==> src/rtl/seg_scan.sv <==
// seg_scan: eight-digit multiplexed seven-segment scan controller.
//
// Cycles through eight digit slots of CLK_DIV clocks each. Each slot starts
// with GUARD anode-off cycles so that the outgoing digit's segments are not
// smeared onto the next one. New display data is double-buffered and only
// committed at a frame boundary, so a frame never shows a mix of old and new
// values.
//
// Ports
//   i_clk          single clock, all state changes on the rising edge
//   i_reset        asynchronous, active-high reset
//   i_data[31:0]   eight hex nibbles, nibble k = i_data[4k+3:4k], digit 0 rightmost
//   i_load         capture request for i_data, sampled on the clock edge
//   i_enable       1 = scanning runs, 0 = scan frozen and all digits dark
//   o_store[3:0]   nibble of the current slot, to the segment decoder
//   o_led_reset    active-low reset to the segment decoder
//   o_an[7:0]      active-low digit anodes, o_an[k] drives digit k
//   o_frame_done   one-cycle pulse after the last slot of each frame
//
// Parameters
//   CLK_DIV   clock cycles per digit slot (4..65535)
//   GUARD     anode-off cycles at the start of each slot (0..CLK_DIV-2)
//   BLANK_LZ  1 enables leading-zero blanking

module seg_scan #(
  parameter int unsigned CLK_DIV  = 50000,
  parameter int unsigned GUARD    = 2,
  parameter bit          BLANK_LZ = 1'b0
) (
  input  logic        i_clk,
  input  logic        i_reset,
  input  logic [31:0] i_data,
  input  logic        i_load,
  input  logic        i_enable,
  output logic [3:0]  o_store,
  output logic        o_led_reset,
  output logic [7:0]  o_an,
  output logic        o_frame_done
);

  localparam int unsigned CNT_W  = 16;
  localparam int unsigned IDX_W  = 3;
  localparam int unsigned DATA_W = 32;
  localparam int unsigned NIB_W  = 4;
  localparam int unsigned AN_W   = 8;

  localparam logic [CNT_W-1:0] CNT_LAST  = CNT_W'(CLK_DIV - 1);
  localparam logic [CNT_W-1:0] GUARD_CNT = CNT_W'(GUARD);
  localparam logic [IDX_W-1:0] IDX_LAST  = IDX_W'(7);

  // Registered state
  logic [CNT_W-1:0]  r_count;
  logic [IDX_W-1:0]  r_idx;
  logic [DATA_W-1:0] r_disp;
  logic [DATA_W-1:0] r_pend;
  logic              r_pend_valid;

  // Registered outputs
  logic [NIB_W-1:0]  r_store;
  logic [AN_W-1:0]   r_an;
  logic              r_frame_done;
  logic              r_led_reset;

  // Next-state values
  logic              w_tick;
  logic              w_frame_end;
  logic [CNT_W-1:0]  w_count_n;
  logic [IDX_W-1:0]  w_idx_n;
  logic [DATA_W-1:0] w_disp_n;
  logic [DATA_W-1:0] w_pend_n;
  logic              w_pend_valid_n;
  logic [4:0]        w_nib_base;
  logic              w_blank_n;
  logic [NIB_W-1:0]  w_store_n;
  logic [AN_W-1:0]   w_an_n;

  // Prescaler tick and frame boundary
  assign w_tick      = i_enable && (r_count == CNT_LAST);
  assign w_frame_end = w_tick && (r_idx == IDX_LAST);

  // Prescaler and digit index; both hold while scanning is disabled
  always_comb begin
    w_count_n = r_count;
    w_idx_n   = r_idx;
    if (w_tick) begin
      w_count_n = '0;
      w_idx_n   = r_idx + IDX_W'(1);
    end else if (i_enable) begin
      w_count_n = r_count + CNT_W'(1);
    end
  end

  // Display double buffer. A load bypasses the pending register whenever the
  // display can change without tearing: scan frozen, or on the frame boundary.
  always_comb begin
    w_disp_n       = r_disp;
    w_pend_n       = r_pend;
    w_pend_valid_n = r_pend_valid;
    if (i_load) begin
      w_pend_n = i_data;
      if (!i_enable || w_frame_end) begin
        w_disp_n       = i_data;
        w_pend_valid_n = 1'b0;
      end else begin
        w_pend_valid_n = 1'b1;
      end
    end else if (w_frame_end && r_pend_valid) begin
      w_disp_n       = r_pend;
      w_pend_valid_n = 1'b0;
    end
  end

  // Nibble selection and leading-zero detection for the slot being entered;
  // a digit is blank when it and every digit to its left are zero.
  assign w_nib_base = {w_idx_n, 2'b00};
  assign w_store_n  = w_disp_n[w_nib_base +: NIB_W];
  assign w_blank_n  = BLANK_LZ && (w_idx_n != '0) && ((w_disp_n >> w_nib_base) == '0);

  // Anode drive for the slot being entered
  always_comb begin
    w_an_n = '1;
    if (i_enable && (w_count_n >= GUARD_CNT) && !w_blank_n) begin
      w_an_n[w_idx_n] = 1'b0;
    end
  end

  // State and output registers
  always_ff @(posedge i_clk or posedge i_reset) begin
    if (i_reset) begin
      r_count      <= '0;
      r_idx        <= '0;
      r_disp       <= '0;
      r_pend       <= '0;
      r_pend_valid <= 1'b0;
      r_store      <= '0;
      r_an         <= '1;
      r_frame_done <= 1'b0;
      r_led_reset  <= 1'b0;
    end else begin
      r_count      <= w_count_n;
      r_idx        <= w_idx_n;
      r_disp       <= w_disp_n;
      r_pend       <= w_pend_n;
      r_pend_valid <= w_pend_valid_n;
      r_store      <= w_store_n;
      r_an         <= w_an_n;
      r_frame_done <= w_frame_end;
      r_led_reset  <= 1'b1;
    end
  end

  assign o_store      = r_store;
  assign o_an         = r_an;
  assign o_frame_done = r_frame_done;
  assign o_led_reset  = r_led_reset;

endmodule
==> config.mk <==
export PLATFORM = sky130hd
export DESIGN_NAME = seg_scan
export DESIGN_NICKNAME = d
export VERILOG_FILES = /design/src/rtl/seg_scan.sv
export SDC_FILE = /design/constraint.sdc
export NUM_CORES = 1
export LEC_CHECK = 0
export ABC_AREA = 1
export BUFFER_PORTS_ARGS = -buffer_cell sky130_fd_sc_hd__buf_4
export CAP_MARGIN = 10
export CORE_ASPECT_RATIO = 1.75
export CORE_MARGIN = 10
export CORE_UTILIZATION = 55
export DETAILED_ROUTE_END_ITERATION = 8
export HOLD_SLACK_MARGIN = 0.06
export PLACE_DENSITY = 0.75
export SLEW_MARGIN = 20
export SYNTH_ARGS = -nofsm -noshare
export SYNTH_HDL_FRONTEND = slang
export SYNTH_SLANG_ARGS = --single-unit
==> constraint.sdc <==
create_clock -name i_clk -period 5.55 [get_ports i_clk]
set_input_delay 0.555 -clock i_clk [delete_from_list [all_inputs] [get_ports i_clk]]
set_output_delay 0.555 -clock i_clk [all_outputs]
set_load 0.03 [all_outputs]
# Word-level counts from Yosys, hierarchy flattened
# Cells that the tools add are included.
# word_totals
reg_bits	98
latchBits	0
ram_bits	0
mem_bits_ro	0
input_bits	36
word_cells	38
mem_count	0
# classes
addsub	2
n_mul	0
div_mod_pow	0
magnitude_cmp	3
n_eq_ne	2
shifts	1
n_mux	12
n_bitwise	1
n_reduce_logical	8
# op_table
op	n
$mux W32	3
$mux W16	2
$shiftx A32 B6 Y4	1
$add A16 B1 Y16 const B	1
$eq A16 B16 Y1 const B	1
$ge A16 B2 Y1 const B	1
$mux W8	1
$not A8 Y8	1
$logic_and A1 B1 Y1	5
$lt A3 B4 Y1 const B	1
$mux W1	4
$add A3 B1 Y3 const B	1
$demux W1 S3	1
$eq A3 B3 Y1 const B	1
$ge A3 B1 Y1 const B	1
$mux W3	1
$reduce_bool A2 Y1	1
$logic_not A1 Y1	1
$logic_or A1 B1 Y1	1

# Logic depth before layout (Yosys ltp)
# Gate-level depths: netlist (run 1).
# depth
ltp_word	9
mapped_depth	15

# Worst setup path before layout (run 1)
# No wires, ideal clock.
# synth_timing
kind	input to register
startpoint	input i_enable
endpoint	register r_store[3] (netlist: o_store[3])
arrival_ns	1.867
required_time_ns	5.431
setup_slack_ns	3.565
path_stages	13
cell_sequence	buf_4 nand3_2 nor2_4 nand4_4 nand2_4 buf_2 nand2_1 nand2_1 inv_1 nand3_1 nand2_1 nor2_1 nand2_1
# synth_between
elab_chain_cells	6
elab_cells_between_ends	10
classes_between	shift (1); mux (4); reduce/logical (5)
# synth_rtl
item	line_no	source
start, declared	34	input logic i_enable,
$logic_and A1 B1 Y1	78	assign w_tick = i_enable && (r_count == CNT_LAST);
$logic_and A1 B1 Y1	79	assign w_frame_end = w_tick && (r_idx == IDX_LAST);
$logic_and A1 B1 Y1 or $logic_or A1 B1 Y1 (tied branches)	107, 101	
$mux W32, on equally long branches	107, 101	
$mux W32	99	if (i_load) begin
$shiftx A32 B6 Y4 *	116	assign w_store_n = w_disp_n[w_nib_base +: NIB_W];
via w_store_n[3]	74	logic [NIB_W-1:0] w_store_n;
end signal, assigned	145	r_store <= w_store_n;
end, declared	59	logic [NIB_W-1:0] r_store;
# The timed path passes the listed nets; every way through them passes the cells marked *.
# A chain may end at the register's enable or synchronous reset.

# Worst setup path after layout (run 1)
# layout_timing
startpoint	register r_idx[0]
endpoint	register r_store[1] (netlist: o_store[1])
# layout_between
elab_chain_cells	6
elab_cells_between_ends	10
classes_between	add/sub (1); eq/ne (1); shift (1); mux (4); reduce/logical (3)
# layout_rtl
item	line_no	source
start, declared	53	logic [IDX_W-1:0] r_idx;
start signal, assigned	141	r_idx <= w_idx_n;
$eq A3 B3 Y1	79	
$logic_and A1 B1 Y1	79	
$logic_and A1 B1 Y1 or $logic_or A1 B1 Y1 (tied branches)	107, 101	
$mux W32, on equally long branches	107, 101	
$mux W32	99	
$shiftx A32 B6 Y4 *	116	
via w_store_n[1]	74	
# Marked as above.

==> results of run 1 <==
-- power groups by stage --
stage | sequential [mW] | clock [mW] | combinational (mW)
6_report | 0.857 | 0.601 | 0.331
5_1_grt | 0.864 | 0.636 | 0.381
4_1_cts | 0.855 | 0.607 | 0.328
3_5_place_dp | 0.867 | 0 | 0.324
3_3_place_gp | 0.865 | 0 | 0.310
2_1_floorplan | 0.857 | 0 | 0.239
-- stage by stage --
step	worst slack, ns	cell area (µm²)
floorplan	2.45	5180
global placement	3.09	5590
detailed placement	2.97	5590
CTS	2.98	5880
global route	2.76	5910
finish	3.00	5910
-- cells by family (layout without fill, tap and decap cells) --
kind of cell             count (synthesis)  in the layout  synth area share
XOR/XNOR                                 7              7            0.0133
other                                    1              1          0.000724
flip-flops                              98             98             0.476
AND/OR/NAND/NOR                        438            438             0.362
AO/OA/AOI/OAI                           37             37            0.0362
adder cells (fa/ha/maj)                  3              3           0.00725
buffers and inverters                  134            180             0.105
-- sequential cells by signal (all words and copies together) (netlist names) --
name and cells:
r_pend 32, o_an 8, r_disp 32, r_pend_valid 1, r_count 16, o_frame_done 1, r_idx 3, o_led_reset 1
o_store 4
-- per-layer routing --
layer | track usage | part of all wire | up-vias
met4 | 0.105 | 0.038 | 0
met1 | 0.206 | 0.39 | 2147
met5 | 0 | 0 | -
met3 | 0.0353 | 0.048 | 37
met2 | 0.327 | 0.52 | 136
li1 | - | - | 2259
-- cells in the final DEF (no fill, tap or decap), types with 2 or more instances in the layout --
cell                          n
sky130_fd_sc_hd__clkbuf_16    9
sky130_fd_sc_hd__a21oi_1     17
sky130_fd_sc_hd__dfstp_2      8
sky130_fd_sc_hd__nor3_1       3
sky130_fd_sc_hd__inv_1      108
sky130_fd_sc_hd__nor2_2       2
sky130_fd_sc_hd__ha_1         3
sky130_fd_sc_hd__nand2_1    245
sky130_fd_sc_hd__clkbuf_1     3
sky130_fd_sc_hd__inv_2        3
sky130_fd_sc_hd__o21ai_0     19
sky130_fd_sc_hd__nor2_4       5
sky130_fd_sc_hd__clkbuf_8     3
sky130_fd_sc_hd__nand3_1     74
sky130_fd_sc_hd__nand4_1      6
sky130_fd_sc_hd__nand3_2      4
sky130_fd_sc_hd__xor2_1       5
sky130_fd_sc_hd__nor2_1      91
sky130_fd_sc_hd__buf_4       51
sky130_fd_sc_hd__dfrtp_1     90
sky130_fd_sc_hd__nand2_2      3
-- final cells by class --
class | instances | area, µm² | area share
Tap cell | 120 | 150 | 0.0254
Multi-Input combinational cell | 486 | 2170 | 0.368
Clock buffer | 15 | 278 | 0.0470
Clock inverter | 1 | 8.76 | 0.00148
Timing Repair Buffer | 52 | 410 | 0.0695
Inverter | 112 | 423 | 0.0716
Sequential cell | 98 | 2460 | 0.417
-- path summary, 6_finish.rpt --
kind / startpoint / to / slack, ns / cells past startpoint
setup reg to reg: r_idx[0] / o_store[1] / 3.00 / 10
hold reg to reg: r_pend[8] / r_pend[8] / 0.50 / 2
hold / removal: i_reset / r_count[2] / 0.14 / 2
min in group i_clk: i_data[30] / r_pend[30] / 0.44 / 3
setup / recovery: r_idx[0] / o_store[1] / 3.00 / 10
max in group asynchronous: i_reset / o_an[3] / 4.47 / 4
-- worst register-to-register path, stage by stage, from the launching register on --
cell                      delay [ns]
sky130_fd_sc_hd__dfrtp_1        0.44
sky130_fd_sc_hd__ha_1           0.23
sky130_fd_sc_hd__ha_1           0.25
sky130_fd_sc_hd__nand4_4        0.16
sky130_fd_sc_hd__nand3_2        0.34
sky130_fd_sc_hd__nand2_2        0.60
sky130_fd_sc_hd__nand2_1        0.11
sky130_fd_sc_hd__nand3_1        0.10
sky130_fd_sc_hd__nand2_1        0.05
sky130_fd_sc_hd__nor2_1         0.10
sky130_fd_sc_hd__nand2_1        0.07
==> parameters.txt, run 1 <==
Parameter                              Value

Detailed routing
  Count of antenna-violating nets left after detailed routing    0
  Detailed-router iteration count before antenna repair    7
  Vias per inst    5.18
  Routed vias    4579
  Post-detailed-route wirelength per cell    14.3 µm
  Number of design-rule violations left by the first detailed-router iteration    300
  DRC violation count after routing    0
  Total wire length after detailed routing    12600 µm

Timing
  Relative slew slack    0.526
  Time the worst path needs with I/O delays and setup    2.55 ns
  Final Hold Fails    0
  Slew at the pin with the worst max-slew slack    0.709 ns
  Setup repair after global routing missed its margin    no
  Worst Clk Skew    0.00710 ns
  Pins Over Slew Limit    0
  Final hold slack    0.140 ns
  Achievable clock frequency    392 MHz
  Period utilisation layout    0.460
  Setup TNS Final    0 ns
  Final setup fails    0

Critical path
  Crit path max-delay cell type    sky130_fd_sc_hd__nand2_2
  Delay of the slowest cell on the worst path    0.60 ns
  Cell with the most instances on the worst path    sky130_fd_sc_hd__nand2_1
  CP Data Required Time    5.78 ns
  Arrival time at the worst endpoint    2.78 ns
  Category of the most critical setup path    reg2reg
  Setup crit start kind    flop
  Kind of end point of the critical path    flop
  Max FO, Critical Path    34
  Series of cell instances along the critical path    ha_1 > ha_1 > nand4_4 > nand3_2 > nand2_2 > nand2_1 > nand3_1 > nand2_1 > nor2_1 > nand2_1
  Cell family with the largest share of critical-path delay    simple AND/OR/NAND/NOR gates
  Total buffers and inverters traversed by the critical path    0

Clock tree
  Worst-skew pair later-pin latency    0.34 ns
  Clock tree from TritonCTS    yes
  Clock-pin transition on the worst setup and hold timing paths    0.07 ns
  Total setup buffers inserted after CTS    0
  H-tree depth    3
  Clock buffers created by TritonCTS    9
  Buffer cell driving the clock tree root    sky130_fd_sc_hd__clkbuf_16
  Clock tree buffer depth    2
  CTS-repair resized insts    0
  Hold-fix buffers, CTS    0
  Total clock sinks    98

Floorplanning
  Floorplan Core Area    9150 µm²
  Row count    46
  I/O pin total    50
  Overall die area    13800 µm²
  DIE HEIGHT    148 µm
  DIE WIDTH    93.3 µm
  Starting Density    0.566

Global routing
  Total Routing Usage GR    0.187
  Wire length of the first global-routing pass    21100 µm
  Number of antenna violations at the first check in global routing    0
  Maximum number of pins on one net before global-route repair    82
  Total overflow reported by the global router    0
  Via count of the first global-routing pass    4573

Power and ir drop
  Total leakage power    3.17 nW
  Sequential share of power    0.479
  Power density normalized to cell area    303 nW/µm²
  Combinational cell fraction of total power    0.185
  Worst vdd rail ir drop    0.194 mV
  Internal cell power    1.25 mW
  Switch share    0.301
  Clock network fraction of design power    0.336
  Power spent charging and discharging nets    538 µW
  Overall power of the completed layout    1.79 mW

Synth
  Synth Net Count    757
  Post-synthesis register bit count    98
  Fraction of post-synthesis cell area in the top cell type by area    0.435
  Yosys warns    0
  Avg Synthesized Cell Area    7.21 µm²
  Top cells by count, synth    sky130_fd_sc_hd__nand2_1, sky130_fd_sc_hd__inv_1, sky130_fd_sc_hd__nor2_1, sky130_fd_sc_hd__dfrtp_1, sky130_fd_sc_hd__nand3_1
  Most numerous cell in the Yosys netlist    sky130_fd_sc_hd__nand2_1
  Number of distinct library cells after synthesis    31
  Main area contributors after synthesis    sky130_fd_sc_hd__dfrtp_1, sky130_fd_sc_hd__nand2_1, sky130_fd_sc_hd__inv_1
  Share of the yosys chip area belonging to registers    0.476
  Syn Inst Count    718
  Number of enable flip-flop cells after synthesis    0
  Share of synthesized flip-flops with an asynchronous set or reset    1.00
  Main flop type after synthesis    sky130_fd_sc_hd__dfrtp_1
  Most area-hungry cell type in the Yosys netlist    sky130_fd_sc_hd__dfrtp_1
  Total standard cell area after synthesis    5180 µm²

Placed design
  Post-DP HPWL    9160 µm
  Number of port buffers    49
  GPL Wtd Cong    0.935
  Placed Cells    867

Cells and area
  Filler Cell Count    794
  Post-synthesis to final-layout area growth    14.1%
  Final std cells w/o fill    884
  Layout cells sized above 1    0.126
  Antenna diode count    0
  Utilization after layout    0.645
  Count of nets after finishing    798

Status
  Run status    completed

Flow run
  Count of maximum capacitance violations    0

Worst hold path
  Hold Path Class    in2async
No activity file was read; power rests on OpenSTA's default activity.
==> run 2, diff against run 1 <==
==> constraint.sdc (replaced) <==
create_clock -name i_clk -period 2.6 [get_ports i_clk]
set_input_delay 0.26 -clock i_clk [delete_from_list [all_inputs] [get_ports i_clk]]
set_output_delay 0.26 -clock i_clk [all_outputs]
set_load 0.03 [all_outputs]
==> parameters.txt, run 2 (same netlist as run 1, synthesis figures left out) <==
Parameter                              Value

Critical path
  Arrival time at the worst endpoint    2.60 ns
  Reg-to-reg setup timing slack    0.28 ns
  Setup crit start kind    flop
  CP Data Required Time    2.88 ns
  Category of the most critical setup path    reg2reg
  Max FO, Critical Path    15
  Kind of end point of the critical path    flop
  Capturing point of the worst reg2reg path    o_store[3]
  Cell depth of the worst flop-to-flop path    10
  Worst r2r src    r_count[1]

Timing
  Post-route worst setup slack    0.282 ns
  Period utilisation layout    0.892
  Relative slew slack    0.521
  Time the worst path needs with I/O delays and setup    2.32 ns
  Worst Clk Skew    0.00473 ns
  Final setup fails    0
  Setup TNS Final    0 ns
  Pins Over Slew Limit    0
  Setup repair after global routing missed its margin    no
  Final Hold Fails    0
  Achievable clock frequency    431 MHz
  Slew at the pin with the worst max-slew slack    0.719 ns

Power and ir drop
  Worst vdd rail ir drop    0.400 mV
  Overall power of the completed layout    3.88 mW
  Power density normalized to cell area    653 nW/µm²
  Total leakage power    3.19 nW

Floorplanning
  DIE WIDTH    93.3 µm
  Overall die area    13800 µm²
  Row count    46
  Starting Density    0.566
  DIE HEIGHT    148 µm
  I/O pin total    50
  Floorplan Core Area    9150 µm²

Clock tree
  Clock buffers created by TritonCTS    9
  Total clock sinks    98
  Clock tree buffer depth    2
  Clock tree from TritonCTS    yes
  CTS-repair resized insts    0
  Buffer cell driving the clock tree root    sky130_fd_sc_hd__clkbuf_16
  H-tree depth    3
  Clock-pin transition on the worst setup and hold timing paths    0.06 ns
  Total setup buffers inserted after CTS    0
  Hold-fix buffers, CTS    0
  Worst-skew pair later-pin latency    0.34 ns

Detailed routing
  Detailed-router iteration count before antenna repair    5
  Total wire length after detailed routing    12500 µm
  Vias per inst    5.11
  Number of design-rule violations left by the first detailed-router iteration    379
  Post-detailed-route wirelength per cell    14.0 µm
  Count of antenna-violating nets left after detailed routing    0
  Routed vias    4532
  DRC violation count after routing    0

Cells and area
  Layout cells sized above 1    0.130
  Antenna diode count    0
  Largest regs    r_disp: 32 flops, r_pend: 32 flops, r_count: 16 flops
  Count of nets after finishing    801
  Most frequent standard cell in the layout excluding fill and tap cells    sky130_fd_sc_hd__nand2_1
  Post-synthesis to final-layout area growth    14.6%
  Leading cell types in the layout, fill and taps excluded    sky130_fd_sc_hd__nand2_1, sky130_fd_sc_hd__inv_1, sky130_fd_sc_hd__nor2_1
  Final std cells w/o fill    887
  Filler Cell Count    781

Placed design
  DP Worst Slack    0.362 ns
  Post-DP HPWL    9130 µm
  Number of port buffers    49
  Placed Cells    871
  GPL Wtd Cong    0.858

Global routing
  Total overflow reported by the global router    0
  Busiest layer in global routing    met2
  Met1 global-route usage    0.209
  Met2 track demand over resource in global routing    0.328
  Number of antenna violations at the first check in global routing    0
  Met3 layer usage reported by global route    0.0454
  Total Routing Usage GR    0.186
  Wire length of the first global-routing pass    20900 µm
  Via count of the first global-routing pass    4445
  Maximum number of pins on one net before global-route repair    99

Worst hold path
  Hold Path Class    in2async

Status
  Run status    completed

Flow run
  Count of maximum capacitance violations    0
## run 2: through the flow
stage / hold slack, ns / util / cell area [µm²]
2_1_floorplan: 0.399 / - / 5180
3_3_place_gp: 0.451 / 0.616 / 5640
3_5_place_dp: 0.458 / 0.616 / 5640
4_1_cts: 0.0846 / 0.649 / 5940
5_1_grt: 0.0925 / 0.649 / 5940
6_report: 0.0474 / 0.649 / 5940
## run 2: cell type report
cell class              instances  area, µm²  share of cell area
clock buffers                  13        260              0.0438
flip-flops and latches         98       2460               0.415
inverters                     112        424              0.0715
repair buffers                 55        425              0.0717
well taps                     120        150              0.0253
multi-input cells             486       2170               0.366
clock inverters                 3       40.0             0.00675
## run 2: worst max path at each step
stage	endpoint	start	slack (ns)	depth (start not counted)
floorplan	o_store[0]	r_idx[0]	0.72	11
global placement	o_store[3]	r_idx[0]	0.41	10
detailed placement	o_store[0]	r_idx[0]	0.36	12
CTS	o_store[3]	r_count[1]	0.30	10
global route	o_store[3]	r_count[1]	0.1	13
finish	o_store[3]	r_count[1]	0.28	10
## run 2: routing by layer
| metal | part of all wire | vias up |
|---|---|---|
| li1 | - | 2264 |
| met1 | 0.39 | 2122 |
| met2 | 0.54 | 126 |
| met3 | 0.052 | 20 |
| met4 | 0.021 | 0 |
| met5 | 0 | - |
## run 2: power breakdown
group	internal [mW]	switching, mW	total (mW)	leakage, nW
Combinational	0.236	0.470	0.705	1.93
Clock	0.796	0.549	1.34	0.150
Sequential	1.70	0.124	1.83	1.10
Total	2.73	1.14	3.88	3.19
## run 2: critical path, cell delays in order, from the launching register on
cell and delay [ns]:
sky130_fd_sc_hd__dfrtp_1 0.38, sky130_fd_sc_hd__ha_1 0.25, sky130_fd_sc_hd__nand3_2 0.14, sky130_fd_sc_hd__nor2_4 0.20, sky130_fd_sc_hd__nand3_4 0.23, sky130_fd_sc_hd__xor2_1 0.24
sky130_fd_sc_hd__nor2_1 0.40, sky130_fd_sc_hd__nand3_1 0.21, sky130_fd_sc_hd__nand2_1 0.11, sky130_fd_sc_hd__nor2_1 0.04, sky130_fd_sc_hd__nand2_1 0.05
==> run 3, diff against run 2 <==
--- a/config.mk
+++ b/config.mk
@@ -5,7 +5,6 @@
 export SDC_FILE = /design/constraint.sdc
 export NUM_CORES = 1
 export LEC_CHECK = 0
-export ABC_AREA = 1
 export BUFFER_PORTS_ARGS = -buffer_cell sky130_fd_sc_hd__buf_4
 export CAP_MARGIN = 10
 export CORE_ASPECT_RATIO = 1.75
==> parameters.txt, run 3 <==
Parameter                              Value

Critical path
  CP Data Required Time    2.88 ns
  Setup crit start kind    flop
  Crit path max-delay cell type    sky130_fd_sc_hd__or4_4
  Total buffers and inverters traversed by the critical path    0
  Arrival time at the worst endpoint    2.81 ns
  Cell family with the largest share of critical-path delay    simple AND/OR/NAND/NOR gates
  Category of the most critical setup path    reg2reg
  Series of cell instances along the critical path    ha_2 > and4_4 > nand3_4 > xnor2_2 > a2111oi_2 > or4b_1 > or4_4 > nand3_2
  Kind of end point of the critical path    flop
  Max FO, Critical Path    8
  Delay of the slowest cell on the worst path    0.52 ns

Global routing
  Busiest layer in global routing    met2
  Met3 layer usage reported by global route    0.0418
  Met1 global-route usage    0.216
  Wire length of the first global-routing pass    20700 µm
  Total Routing Usage GR    0.198
  Met2 track demand over resource in global routing    0.349
  Maximum number of pins on one net before global-route repair    66
  Via count of the first global-routing pass    4132
  Number of antenna violations at the first check in global routing    0
  Total overflow reported by the global router    0

Placed design
  GPL Wtd Cong    0.883
  Placed Cells    629
  Number of port buffers    49
  Post-DP HPWL    8820 µm

Detailed routing
  Number of design-rule violations left by the first detailed-router iteration    294
  Count of antenna-violating nets left after detailed routing    0
  Detailed-router iteration count before antenna repair    5
  Vias per inst    6.21
  Routed vias    4030
  Total wire length after detailed routing    12700 µm
  DRC violation count after routing    0
  Post-detailed-route wirelength per cell    19.6 µm

Clock tree
  Clock tree from TritonCTS    yes
  H-tree depth    3
  Total clock sinks    98
  Clock-pin transition on the worst setup and hold timing paths    0.06 ns
  Clock buffers created by TritonCTS    9
  Worst-skew pair later-pin latency    0.34 ns
  Hold-fix buffers, CTS    0
  Clock tree buffer depth    2
  Buffer cell driving the clock tree root    sky130_fd_sc_hd__clkbuf_16

Floorplanning
  DIE WIDTH    90.5 µm
  Starting Density    0.556
  Overall die area    13000 µm²
  I/O pin total    50
  Row count    45
  Floorplan Core Area    8610 µm²
  DIE HEIGHT    143 µm

Cells and area
  Count of nets after finishing    566
  Layout cells sized above 1    0.350
  Largest regs    r_disp: 32 flops, r_pend: 32 flops, r_count: 16 flops
  Antenna diode count    0
  Most frequent standard cell in the layout excluding fill and tap cells    sky130_fd_sc_hd__dfrtp_1
  Post-synthesis to final-layout area growth    22.4%
  Register area    2460 µm²
  Leading cell types in the layout, fill and taps excluded    sky130_fd_sc_hd__dfrtp_1, sky130_fd_sc_hd__buf_4, sky130_fd_sc_hd__nand2_1
  Final std cells w/o fill    649
  Area taken by multi-input logic gates    2200 µm²
  Filler Cell Count    664

Synth
  Number of distinct library cells after synthesis    41
  Fraction of post-synthesis cell area in the top cell type by area    0.471
  Share of synthesized flip-flops with an asynchronous set or reset    1.00
  Synth Net Count    501
  Most area-hungry cell type in the Yosys netlist    sky130_fd_sc_hd__dfrtp_1
  Main area contributors after synthesis    sky130_fd_sc_hd__dfrtp_1, sky130_fd_sc_hd__mux2_2, sky130_fd_sc_hd__nand2_1
  Avg Synthesized Cell Area    10.4 µm²
  Yosys warns    0
  Most numerous cell in the Yosys netlist    sky130_fd_sc_hd__dfrtp_1
  Total standard cell area after synthesis    4790 µm²
  Post-synthesis register bit count    98
  Main flop type after synthesis    sky130_fd_sc_hd__dfrtp_1
  Share of the yosys chip area belonging to registers    0.515
  Syn Inst Count    462
  Number of enable flip-flop cells after synthesis    0
  Top cells by count, synth    sky130_fd_sc_hd__dfrtp_1, sky130_fd_sc_hd__nand2_1, sky130_fd_sc_hd__a21oi_1, sky130_fd_sc_hd__a31oi_1, sky130_fd_sc_hd__mux2_2

Power and ir drop
  Worst vdd rail ir drop    0.495 mV
  Overall power of the completed layout    3.88 mW
  Power density normalized to cell area    662 nW/µm²
  Total leakage power    2.61 nW

Timing
  Slew at the pin with the worst max-slew slack    0.763 ns
  Time the worst path needs with I/O delays and setup    2.53 ns
  Relative slew slack    0.490
  Pins Over Slew Limit    0
  Final setup fails    0
  Worst Clk Skew    0.00374 ns
  Period utilisation layout    0.972
  Achievable clock frequency    396 MHz
  Final Hold Fails    0
  Setup repair after global routing missed its margin    yes
  Setup TNS Final    0 ns

Status
  Run status    completed

Flow run
  Count of maximum capacitance violations    0

Worst hold path
  Hold Path Class    in2async
[run 3: cell types whose count changed after synthesis, moves of 16 or more]
| cell | change |
|---|---|
| sky130_fd_sc_hd__a21oi_1 | +17 |
| sky130_fd_sc_hd__a22oi_1 | +16 |
| sky130_fd_sc_hd__a31o_2 | +17 |
| sky130_fd_sc_hd__a31oi_1 | +34 |
| sky130_fd_sc_hd__clkbuf_1 | +22 |
| sky130_fd_sc_hd__inv_1 | -104 |
| sky130_fd_sc_hd__mux2_2 | +32 |
| sky130_fd_sc_hd__nand2_1 | -170 |
| sky130_fd_sc_hd__nand3_1 | -67 |
| sky130_fd_sc_hd__nor2_1 | -75 |
[run 3: metrics by stage]
step	worst slack, ns	hold slack [ns]	utilization	area, µm²
floorplan	0.0758	0.412	-	4790
finish	0.0725	0.0461	0.680	5860
CTS	0.0183	0.0721	0.675	5810
global route	-0.0234	0.0879	0.680	5860
global placement	-0.0359	0.419	0.637	5490
detailed placement	-0.0662	0.439	0.637	5490
[run 3: power by group]
group | total (mW) | switching (mW) | internal [mW]
logic | 0.771 | 0.421 | 0.350
registers | 1.84 | 0.128 | 1.71
clock network | 1.27 | 0.549 | 0.725
[run 3: path summary, 6_finish.rpt]
kind | start | to | slack [ns] | cells past startpoint
min in group i_clk | i_data[14] | r_pend[14] | 0.16 | 2
setup reg to reg | r_count[0] | o_an[5] | 0.07 | 8
max in group asynchronous | i_reset | r_disp[2] | 1.77 | 3
setup / recovery | r_count[0] | o_an[5] | 0.07 | 8
hold / removal | i_reset | r_pend[29] | 0.05 | 2
hold reg to reg | r_count[15] | r_count[15] | 0.51 | 1
[run 3: layout make-up]
type,count,share of cell area
timing repair buffer,92,0.126
clock buffer,14,0.0468
tap,117,0.0250
inverter,5,0.00384
sequential,98,0.420
multi-input combinational,321,0.376
clock inverter,2,0.00171
[run 3: worst reg2reg max path, stage by stage (launching register included)]
cell	delay, ns
sky130_fd_sc_hd__dfrtp_1	0.36
sky130_fd_sc_hd__ha_2	0.19
sky130_fd_sc_hd__and4_4	0.24
sky130_fd_sc_hd__nand3_4	0.09
sky130_fd_sc_hd__xnor2_2	0.15
sky130_fd_sc_hd__a2111oi_2	0.31
sky130_fd_sc_hd__or4b_1	0.48
sky130_fd_sc_hd__or4_4	0.53
sky130_fd_sc_hd__nand3_2	0.13
[run 3: logic make-up after synthesis]
family                   share of synthesized area
multiplexers                                0.0816
adder cells (fa/ha/maj)                    0.00784
XOR/XNOR                                    0.0293
AND/OR/NAND/NOR                              0.143
flip-flops                                   0.515
other                                     0.000784
AO/OA/AOI/OAI                                0.184
buffers and inverters                       0.0390
[run 3: layer usage]
layer	part of all wire	vias to the layer above
met2	0.53	156
met1	0.38	2005
li1	-	1821
met4	0.048	0
met5	0	-
met3	0.047	48
[run 3: repair_timing]
item,4_1_cts,5_1_grt
endpoints found under the setup margin,11,12
pin swaps,1,2
endpoints found under the hold margin,0,0
resized for setup,6,6
buffers inserted,2,3
